===== src/rtl/sw_event_pkg.sv =====
// -----------------------------------------------------------------------------
// sw_event_pkg
// Shared types and constants for the switch event reader.
//   dbnc_state_t : per-channel debounce FSM states
//   EVT_PRESS    : event_code MSB value for a press event
//   EVT_RELEASE  : event_code MSB value for a release event
// -----------------------------------------------------------------------------
package sw_event_pkg;

    typedef enum logic [1:0] {
        IDLE       = 2'd0,
        PRESS_WAIT = 2'd1,
        PRESSED    = 2'd2,
        REL_WAIT   = 2'd3
    } dbnc_state_t;

    localparam logic EVT_PRESS   = 1'b1;
    localparam logic EVT_RELEASE = 1'b0;

endpackage


===== src/rtl/sw_debounce_chan.sv =====
// -----------------------------------------------------------------------------
// sw_debounce_chan
// One switch channel: 2-FF synchroniser, debounce FSM and stability counter.
// Ports:
//   clk      : system clock
//   rst_n    : asynchronous active-low reset
//   sw_raw   : raw asynchronous switch pin
//   level    : debounced state, 1 = pressed
//   press    : one-cycle pulse when a press is accepted
//   rel      : one-cycle pulse when a release is accepted
// -----------------------------------------------------------------------------
module sw_debounce_chan
    import sw_event_pkg::*;
#(
    parameter int DEBOUNCE_CYCLES = 240000,
    parameter bit ACTIVE_LOW      = 1'b1
) (
    input  logic clk,
    input  logic rst_n,
    input  logic sw_raw,
    output logic level,
    output logic press,
    output logic rel
);

    localparam int                CNT_W    = $clog2(DEBOUNCE_CYCLES);
    localparam logic [CNT_W-1:0]  CNT_LAST = CNT_W'(DEBOUNCE_CYCLES - 1);
    localparam logic              INACTIVE = ACTIVE_LOW ? 1'b1 : 1'b0;

    logic              sync1_reg, sync2_reg;
    logic              sync_act;
    dbnc_state_t       state_reg, state_next;
    logic [CNT_W-1:0]  cnt_reg, cnt_next;
    logic              level_reg, level_next;
    logic              press_reg, press_next;
    logic              rel_reg, rel_next;

    // Sync flops reset to the idle pin level so reset never looks like a press.
    always_ff @(posedge clk or negedge rst_n) begin
        if (!rst_n) begin
            sync1_reg <= INACTIVE;
            sync2_reg <= INACTIVE;
        end else begin
            sync1_reg <= sw_raw;
            sync2_reg <= sync1_reg;
        end
    end

    // Normalise polarity: 1 means "pressed" from here on.
    assign sync_act = sync2_reg ^ INACTIVE;

    always_ff @(posedge clk or negedge rst_n) begin
        if (!rst_n) begin
            state_reg <= IDLE;
            cnt_reg   <= '0;
            level_reg <= 1'b0;
            press_reg <= 1'b0;
            rel_reg   <= 1'b0;
        end else begin
            state_reg <= state_next;
            cnt_reg   <= cnt_next;
            level_reg <= level_next;
            press_reg <= press_next;
            rel_reg   <= rel_next;
        end
    end

    // The counter is compared before it is incremented, so it tops out at
    // DEBOUNCE_CYCLES-1 and never wraps.
    always_comb begin
        state_next = state_reg;
        cnt_next   = cnt_reg;
        level_next = level_reg;
        press_next = 1'b0;
        rel_next   = 1'b0;
        case (state_reg)
            IDLE: begin
                if (sync_act) begin
                    state_next = PRESS_WAIT;
                    cnt_next   = '0;
                end
            end
            PRESS_WAIT: begin
                if (!sync_act) begin
                    state_next = IDLE;
                end else if (cnt_reg == CNT_LAST) begin
                    state_next = PRESSED;
                    level_next = 1'b1;
                    press_next = 1'b1;
                end else begin
                    cnt_next = cnt_reg + CNT_W'(1);
                end
            end
            PRESSED: begin
                if (!sync_act) begin
                    state_next = REL_WAIT;
                    cnt_next   = '0;
                end
            end
            REL_WAIT: begin
                if (sync_act) begin
                    state_next = PRESSED;
                end else if (cnt_reg == CNT_LAST) begin
                    state_next = IDLE;
                    level_next = 1'b0;
                    rel_next   = 1'b1;
                end else begin
                    cnt_next = cnt_reg + CNT_W'(1);
                end
            end
            default: state_next = IDLE;
        endcase
    end

    assign level = level_reg;
    assign press = press_reg;
    assign rel   = rel_reg;

endmodule


===== src/rtl/sw_event_reader.sv =====
// -----------------------------------------------------------------------------
// sw_event_reader
// Debounces N_SW raw switches and presents press/release events one at a time
// on a valid/ready handshake.
// Ports:
//   clk         : system clock
//   rst_n       : asynchronous active-low reset (deasserted synchronously to clk)
//   SW          : raw switch pins
//   sw_level    : debounced state per switch, 1 = pressed
//   sw_press    : one-cycle press pulse per switch
//   sw_release  : one-cycle release pulse per switch
//   event_valid : an event is held on event_code
//   event_ready : consumer accepts the held event
//   event_code  : MSB 1 = press / 0 = release, LSBs = switch index
//   event_ovf   : sticky, an event was lost
// -----------------------------------------------------------------------------
module sw_event_reader
    import sw_event_pkg::*;
#(
    parameter int N_SW            = 4,
    parameter int DEBOUNCE_CYCLES = 240000,
    parameter bit ACTIVE_LOW      = 1'b1
) (
    input  logic                  clk,
    input  logic                  rst_n,
    input  logic [N_SW-1:0]       SW,
    output logic [N_SW-1:0]       sw_level,
    output logic [N_SW-1:0]       sw_press,
    output logic [N_SW-1:0]       sw_release,
    output logic                  event_valid,
    input  logic                  event_ready,
    output logic [$clog2(N_SW):0] event_code,
    output logic                  event_ovf
);

    localparam int CODE_W = $clog2(N_SW) + 1;
    localparam int NP     = 2 * N_SW;

    // Pending vector layout: bit 2*i = press of ch i, bit 2*i+1 = release of
    // ch i, so an ascending scan gives the required priority order.
    logic [NP-1:0]     pulse;
    logic [NP-1:0]     pending_reg, pending_next;
    logic [NP-1:0]     avail, sel_mask, consumed;
    logic              found, load_en;
    logic [CODE_W-1:0] sel_code;
    logic              valid_reg, valid_next;
    logic [CODE_W-1:0] code_reg, code_next;
    logic              ovf_reg, ovf_next;

    genvar gi;
    generate
        for (gi = 0; gi < N_SW; gi++) begin : g_chan
            sw_debounce_chan #(
                .DEBOUNCE_CYCLES (DEBOUNCE_CYCLES),
                .ACTIVE_LOW      (ACTIVE_LOW)
            ) u_chan (
                .clk    (clk),
                .rst_n  (rst_n),
                .sw_raw (SW[gi]),
                .level  (sw_level[gi]),
                .press  (sw_press[gi]),
                .rel    (sw_release[gi])
            );
            assign pulse[2*gi]   = sw_press[gi];
            assign pulse[2*gi+1] = sw_release[gi];
        end
    endgenerate

    // Fresh pulses are visible to the selector directly, so an event reaches
    // an empty output slot one edge after its pulse instead of two.
    assign avail = pending_reg | pulse;

    always_comb begin
        found    = 1'b0;
        sel_mask = '0;
        sel_code = '0;
        for (int k = 0; k < NP; k++) begin
            if (avail[k] && !found) begin
                found       = 1'b1;
                sel_mask[k] = 1'b1;
                sel_code    = CODE_W'(k / 2);
                sel_code[CODE_W-1] = (k % 2 == 0) ? EVT_PRESS : EVT_RELEASE;
            end
        end
    end

    assign load_en  = !valid_reg || event_ready;
    assign consumed = (load_en && found) ? sel_mask : '0;

    always_comb begin
        // A consumed bit that was already pending is cleared, but a pulse on
        // the same bit re-sets it (set wins). A consumed bit that was only a
        // fresh pulse is delivered straight away and never stored.
        pending_next = (pending_reg & ~consumed) | (pulse & ~(consumed & ~pending_reg));
        // Overflow only when a pulse hits a pending bit that is not leaving.
        ovf_next     = ovf_reg | (|(pulse & pending_reg & ~consumed));
        valid_next   = valid_reg;
        code_next    = code_reg;
        if (load_en) begin
            valid_next = found;
            if (found) begin
                code_next = sel_code;
            end
        end
    end

    always_ff @(posedge clk or negedge rst_n) begin
        if (!rst_n) begin
            pending_reg <= '0;
            valid_reg   <= 1'b0;
            code_reg    <= '0;
            ovf_reg     <= 1'b0;
        end else begin
            pending_reg <= pending_next;
            valid_reg   <= valid_next;
            code_reg    <= code_next;
            ovf_reg     <= ovf_next;
        end
    end

    assign event_valid = valid_reg;
    assign event_code  = code_reg;
    assign event_ovf   = ovf_reg;

endmodule

===== config.mk =====
export PLATFORM = sky130hd
export DESIGN_NAME = sw_event_reader
export DESIGN_NICKNAME = d
export VERILOG_FILES = /design/src/rtl/sw_event_pkg.sv /design/src/rtl/sw_debounce_chan.sv /design/src/rtl/sw_event_reader.sv
export SDC_FILE = /design/constraint.sdc
export NUM_CORES = 1
export LEC_CHECK = 0
export CORE_MARGIN = 2
export CORE_UTILIZATION = 40
export CTS_CLUSTER_SIZE = 8
export DETAILED_ROUTE_END_ITERATION = 7
export GPL_ROUTABILITY_DRIVEN = 0
export SYNTH_ARGS = -nofsm -noshare
export SYNTH_HDL_FRONTEND = slang
export SYNTH_SLANG_ARGS = --single-unit

===== constraint.sdc =====
create_clock -name clk -period 3.5 [get_ports clk]
set_input_delay 0.525 -clock clk [delete_from_list [all_inputs] [get_ports clk]]
set_output_delay 0.525 -clock clk [all_outputs]
set_load 0.05 [all_outputs]

==> impl_metrics.tcl, run 1 <==
set metrics [dict create \
    final_nets 621 \
    switching_share_pct 23.57 \
    synth.most_common_cell "dfrtp_1" \
    min_path_type "input port to async pin" \
    crit_start "g_chan[2].u_chan.press$_DFF_PN0_" \
    clock_sinks 113 \
    fin_hold_ws_ns 0.1405 \
    die_x_um 124.0 \
    fin_total_pwr_uw 3350 \
    hold_buffers 0 \
    dr_total_vias 4411 \
    crit_chain "clkdlybuf4s50_1" \
    worstSkewPairLatency_ns 0.42 \
    p_clk_share_pct 50.3 \
    multiInputGateArea_mm2 0.002715 \
    critPathCaptureType "primary output" \
    core_mm2 0.01399 \
    drcViolationCount 0 \
    tightest_slew_ns 1.016 \
    crit_path_max_incr_delay_ns 0.87 \
    maxCapViolations 0 \
    wl_um 11670 \
    cts_setup_buffers 0 \
    start_util_pct 41.19 \
    hpwlAfterDp_um 7792 \
    ctsHtreeMaxLevel 4 \
    met3_length_um 454 \
    timing.final.ws_setup_ns 1.177 \
    syn_inst 592 \
    syn_nets 603 \
    slew_headroom_pct 32.03 \
    synth.distinct_cells 69 \
    layout-drive-gt1-share_pct 9.310 \
    outcome "completed" \
    synth_top_area_share_pct 45.60 \
    min_period_ns 2.323 \
    synthArstFlopShare_pct 100.0 \
    route.met2.wl_um 5586 \
    track_usage_pct 16.93 \
    synth_largest_area_cell "dfrtp_1" \
    synth_commonest_cells "dfrtp_1 (105), nor2_1 (70), nand2_1 (56), nand3_1 (40), xor2_1 (39)" \
    wl_met1_um 5473 \
    crit_path_top_delay_cell "clkdlybuf4s50_1" \
    antenna_found_initial 0 \
    r2r-start "g_chan[3].u_chan.cnt_reg[0]$_DFFE_PN0P_" \
    max_freq_mhz 430.5 \
    rsz0062_at_grt "no" \
    power_frac_comb_pct 7.7 \
    start_kind "register" \
    grt_max_degree 61 \
    preCtsSetupSlack_ns 1.318 \
    setup_viol_count_final 0 \
    timing.setup.tns_ns 0 \
    ys_top_cells_by_area "dfrtp_1 (46%), xor2_1 (5.9%), nor2_1 (4.6%)" \
    p_seq_share_pct 42.0 \
    power_density_mw_per_mm2 502.9 \
    p_leak_uw 0.002861 \
    rows 43 \
    yosys_register_bits 113 \
    vias_per_cell 5.493 \
    cp.required_ns 2.97 \
    fill_cells 1310 \
    cp_max_fo 7 \
    syn_to_final_growth_pct 15.61 \
    diodes 0 \
    critical_path_class "register to primary output" \
    die_y_um 124.0 \
    yosysSeqAreaShare_pct 49.25 \
    synth_edf_count 0 \
    grt_pass1_wl_um 20250 \
    syn-cell-area_mm2 0.005762 \
    skew_ns 0.008713 \
    largest_reg_flops 72 \
    route.antenna.remaining_nets 0 \
    drv_slew 0 \
    synth-main-ff-cell "dfrtp_1" \
    min_period_over_period_pct 66.38 \
    switching_power_uw 789.5 \
    root_buffer "clkbuf_16" \
    seq_area_mm2 0.002838 \
    finalHoldViolCount 0 \
    ir_drop_uv 338.8 \
    dr.max_layer_used "met4" \
    cp.arrival_ns 1.80 \
    cts_tree "yes" \
    yosysWarnings 0 \
    cts_buffers 17 \
    grt_overflow 0 \
    drt_iter0_drc 317 \
    p_int_uw 2560 \
    clockBufferDepth 2 \
    path_delay_family "buffers and inverters" \
    avgSynthCellArea_um2 9.733 \
    ctsResizeCount 0 \
    io_buffer_count 23 \
    clk_pin_slew_worst_paths_ns 0.05 \
    worst-path-buf-inv 1 \
    io_pins 24 \
    dr.pass1.iters 4 \
    dieArea_mm2 0.01538 \
    wire_per_inst_um 14.53 \
    grt_pass1_vias 4310 \
]
[power groups by stage]
| stage | Combinational, uW | Clock [uW] | Sequential [uW] |
|---|---|---|---|
| after floorplan | 119 | 0 | 1470 |
| after global placement | 257 | 0 | 1420 |
| after detailed placement | 261 | 0 | 1430 |
| after CTS | 262 | 1730 | 1400 |
| after global routing | 290 | 1800 | 1410 |
| final | 258 | 1690 | 1410 |
[path summary, 6_finish.rpt]
| check | endpoint | slack, ns | cells after the start |
|---|---|---|---|
| max | sw_press[2] | 1.18 | 1 |
| min | g_chan[2].u_chan.cnt_reg[11]$_DFFE_PN0P_ | 0.14 | 1 |
| max reg2reg | g_chan[3].u_chan.cnt_reg[6]$_DFFE_PN0P_ | 1.32 | 6 |
| min reg2reg | g_chan[1].u_chan.sync2_reg$_DFF_PN1_ | 0.35 | 0 |
| max in group asynchronous | g_chan[1].u_chan.sync2_reg$_DFF_PN1_ | 2.53 | 2 |
| min in group clk | g_chan[1].u_chan.sync2_reg$_DFF_PN1_ | 0.35 | 0 |
[layout by cell type, fill, tap and decap left out, drive strengths merged, types with 5 or more instances in the layout]
master | synthesis | layout
and4 | 10 | 10
nand3 | 40 | 40
nand4 | 21 | 21
o21ai | 23 | 23
dfrtp | 105 | 105
and3 | 17 | 17
clkbuf | 10 | 26
maj3 | 5 | 5
nor3 | 17 | 17
a21oi | 32 | 32
xor2 | 41 | 41
nor4 | 6 | 6
a31oi | 8 | 8
o31ai | 7 | 7
nand2b | 6 | 6
dfstp | 8 | 8
or4 | 12 | 12
nand2 | 56 | 56
clkdlybuf4s50 | 0 | 22
xnor2 | 5 | 5
inv | 13 | 13
nor2 | 70 | 70
a22o | 6 | 6
[logic make-up after synthesis]
logic type | synth area share [%]
AOI/OAI and AO/OA | 11.01
xor gates and xnor gates | 7.253
adders and majority gates | 1.737
buffers and inverters | 3.627
DFF | 49.25
muxes | 0.3909
and+or+nand+nor | 26.73
[cell type report]
type / instances / area share (%)
repair buffers: 25 / 3.832
flip-flops and latches: 113 / 42.60
multi-input cells: 440 / 40.76
clock inverters: 6 / 1.202
well taps: 180 / 3.381
clock buffers: 26 / 7.494
inverters: 13 / 0.7325
[through the flow]
step / instance area (um2) / instances / utilization [%]
6_report: 6661 / 803 / 47.62
5_1_grt: 6661 / 803 / 47.62
4_1_cts: 6661 / 803 / 47.62
3_5_place_dp: 6082 / 771 / 43.48
3_3_place_gp: 6082 / 771 / 43.48
2_1_floorplan: 5762 / 592 / -
[metal layers]
metal,vias up,global-route usage [%]
li1,2176,-
met2,72,26.13
met1,2151,21.95
met3,12,5.998
met4,0,6.320
met5,-,0
Power figures use the tool's default switching activity.
==> run 2, diff against run 1 <==
clock period = 1.9 ns   (was 3.5 ns; I/O delays follow)
==> run 2 against run 1 <==
Compared with the run above: non-clock buffer count grew 74; critical path depth grew 5; sequential cell count is the same; first-iteration DRC count shrank 6.3%; sequential share of layout area shrank 3.8 points.
==> impl_metrics.tcl, run 2 (same netlist as run 1, synthesis figures left out) <==
set metrics [dict create \
    dr_total_vias 4737 \
    vias_per_cell 5.414 \
    rows 43 \
    syn_to_final_growth_pct 27.10 \
    root_buffer "clkbuf_16" \
    wire_per_inst_um 14.55 \
    cp_max_fo 5 \
    final_common_cell "dfrtp_1" \
    hpwlAfterDp_um 8831 \
    switching_power_uw 1479 \
    drv_slew 0 \
    start_kind "register" \
    dr.pass1.iters 5 \
    min_period_over_period_pct 99.02 \
    drt_iter0_drc 297 \
    placed_cell_area_mm2 0.006570 \
    core_mm2 0.01399 \
    timing.final.ws_setup_ns 0.01863 \
    final_nets 695 \
    preCtsSetupSlack_ns -0.02058 \
    finalHoldViolCount 0 \
    r2r_cells 6 \
    io_pins 24 \
    antenna_found_initial 0 \
    dieArea_mm2 0.01538 \
    die_x_um 124.0 \
    tightest_slew_ns 0.6820 \
    clk_pin_slew_worst_paths_ns 0.05 \
    skew_ns 0.007812 \
    min_period_ns 1.881 \
    ctsHtreeMaxLevel 4 \
    cts_buffers 17 \
    min_path_type "input port to register" \
    layout_common_cells "dfrtp_1 (104), buf_4 (77), nor2_1 (69), nand2_1 (53)" \
    slew_headroom_pct 54.48 \
    clock_sinks 113 \
    p_leak_uw 0.003338 \
    cp.required_ns 2.26 \
    track_usage_pct 17.76 \
    fin_area_mm2 0.007323 \
    ir_drop_uv 681.8 \
    power_frac_comb_pct 9.2 \
    whs_path_depth 1 \
    dp.cells 836 \
    drcViolationCount 0 \
    largest_reg_flops 72 \
    diodes 0 \
    route.antenna.remaining_nets 0 \
    grt_pass1_vias 4614 \
    setup_viol_count_final 0 \
    io_buffer_count 23 \
    p_clk_share_pct 50.0 \
    layout-drive-gt1-share_pct 22.45 \
    wl_um 12730 \
    layoutNonFillerInstCount 875 \
    grt_max_degree 40 \
    critical_path_class "register to register" \
    outcome "completed" \
    critPathCaptureType "register" \
    p_seq_share_pct 40.7 \
    worstSkewPairLatency_ns 0.42 \
    cp.arrival_ns 2.24 \
    fin_util_pct 52.35 \
    clockBufferDepth 2 \
    cts_tree "yes" \
    maxCapViolations 0 \
    switching_share_pct 23.39 \
    grt_pass1_wl_um 21220 \
    die_y_um 124.0 \
    p_int_uw 4845 \
    grt_overflow 0 \
    start_util_pct 41.19 \
    max_freq_mhz 531.5 \
    rsz0062_at_grt "yes" \
    timing.setup.tns_ns 0 \
    power_density_mw_per_mm2 863.5 \
]
==> run 2: changes by cell type in the layout (fill, tap and decap cells not counted), sizes merged <==
cell / change
clkdlybuf4s50: -15
dlymetal6s2s: +5
clkinvlp: +1
dlygate4sd2: +4
clkinv: -3
buf: +79
dlygate4sd3: +1
==> run 2: worst paths after layout <==
| kind | from | to | slack (ns) |
|---|---|---|---|
| worst min register to register | g_chan[1].u_chan.sync1_reg$_DFF_PN1_ | g_chan[1].u_chan.sync2_reg$_DFF_PN1_ | 0.35 |
| min in group asynchronous | rst_n | g_chan[0].u_chan.cnt_reg[3]$_DFFE_PN0P_ | 0.35 |
| worst min-delay path | SW[1] | g_chan[1].u_chan.sync1_reg$_DFF_PN1_ | 0.27 |
| max in group asynchronous | rst_n | g_chan[0].u_chan.cnt_reg[11]$_DFFE_PN0P_ | 0.92 |
| worst max register to register | g_chan[3].u_chan.cnt_reg[14]$_DFFE_PN0P_ | g_chan[3].u_chan.cnt_reg[4]$_DFFE_PN0P_ | 0.02 |
| worst max-delay path | g_chan[3].u_chan.cnt_reg[14]$_DFFE_PN0P_ | g_chan[3].u_chan.cnt_reg[4]$_DFFE_PN0P_ | 0.02 |
==> run 2: metrics by stage <==
stage	hold slack (ns)	power [uW]
6_report	0.2718	6324
3_5_place_dp	0.2611	3172
3_3_place_gp	0.2562	3156
4_1_cts	0.2542	6361
5_1_grt	0.2524	6578
2_1_floorplan	-0.01059	2921
==> run 2: final cells by class <==
| type | instances | area (um2) |
|---|---|---|
| clock buffers | 26 | 519.2 |
| repair buffers | 99 | 838.3 |
| clock inverters | 4 | 72.57 |
| flip-flops and latches | 113 | 2839 |
| multi-input cells | 440 | 2780 |
| well taps | 180 | 225.2 |
| inverters | 13 | 48.80 |
| fillers | 1298 | 6665 |
==> run 2: critical path: stages, from the launching register on <==
cell	delay, ns
dfrtp_1	0.40
nand4bb_1	0.22
or4_4	0.59
buf_6	0.15
o21bai_4	0.19
o221ai_1	0.18
nand2_2	0.10
==> run 2: per-layer routing <==
layer / global-route usage [%] / vias up / wire length (um)
li1: - / 2320 / -
met3: 5.586 / 20 / 372
met4: 7.163 / 0 / 251
met5: 0 / - / 0
met2: 27.54 / 55 / 6020
met1: 23.13 / 2342 / 6089
==> run 2: power groups by stage <==
| stage | clock, uW | combinational, uW | sequential (uW) |
|---|---|---|---|
| floorplan | 0 | 219 | 2700 |
| global placement | 0 | 547 | 2610 |
| detailed placement | 0 | 558 | 2610 |
| CTS | 3220 | 568 | 2580 |
| global route | 3350 | 646 | 2590 |
| finish | 3160 | 585 | 2570 |
==> run 2: timing repair <==
action	in CTS	in global routing
hold buffers	1	0
setup buffers	1	7
gates resized for setup	6	23
endpoints found under the hold margin	26	0
pin swaps	2	17
setup endpoints to repair	9	22
==> run 3, diff against run 2 <==
HOLD_SLACK_MARGIN = 0.08   (was default)
==> results of run 3 <==
Final layout, timing and power as in run 2 (identical DEF).
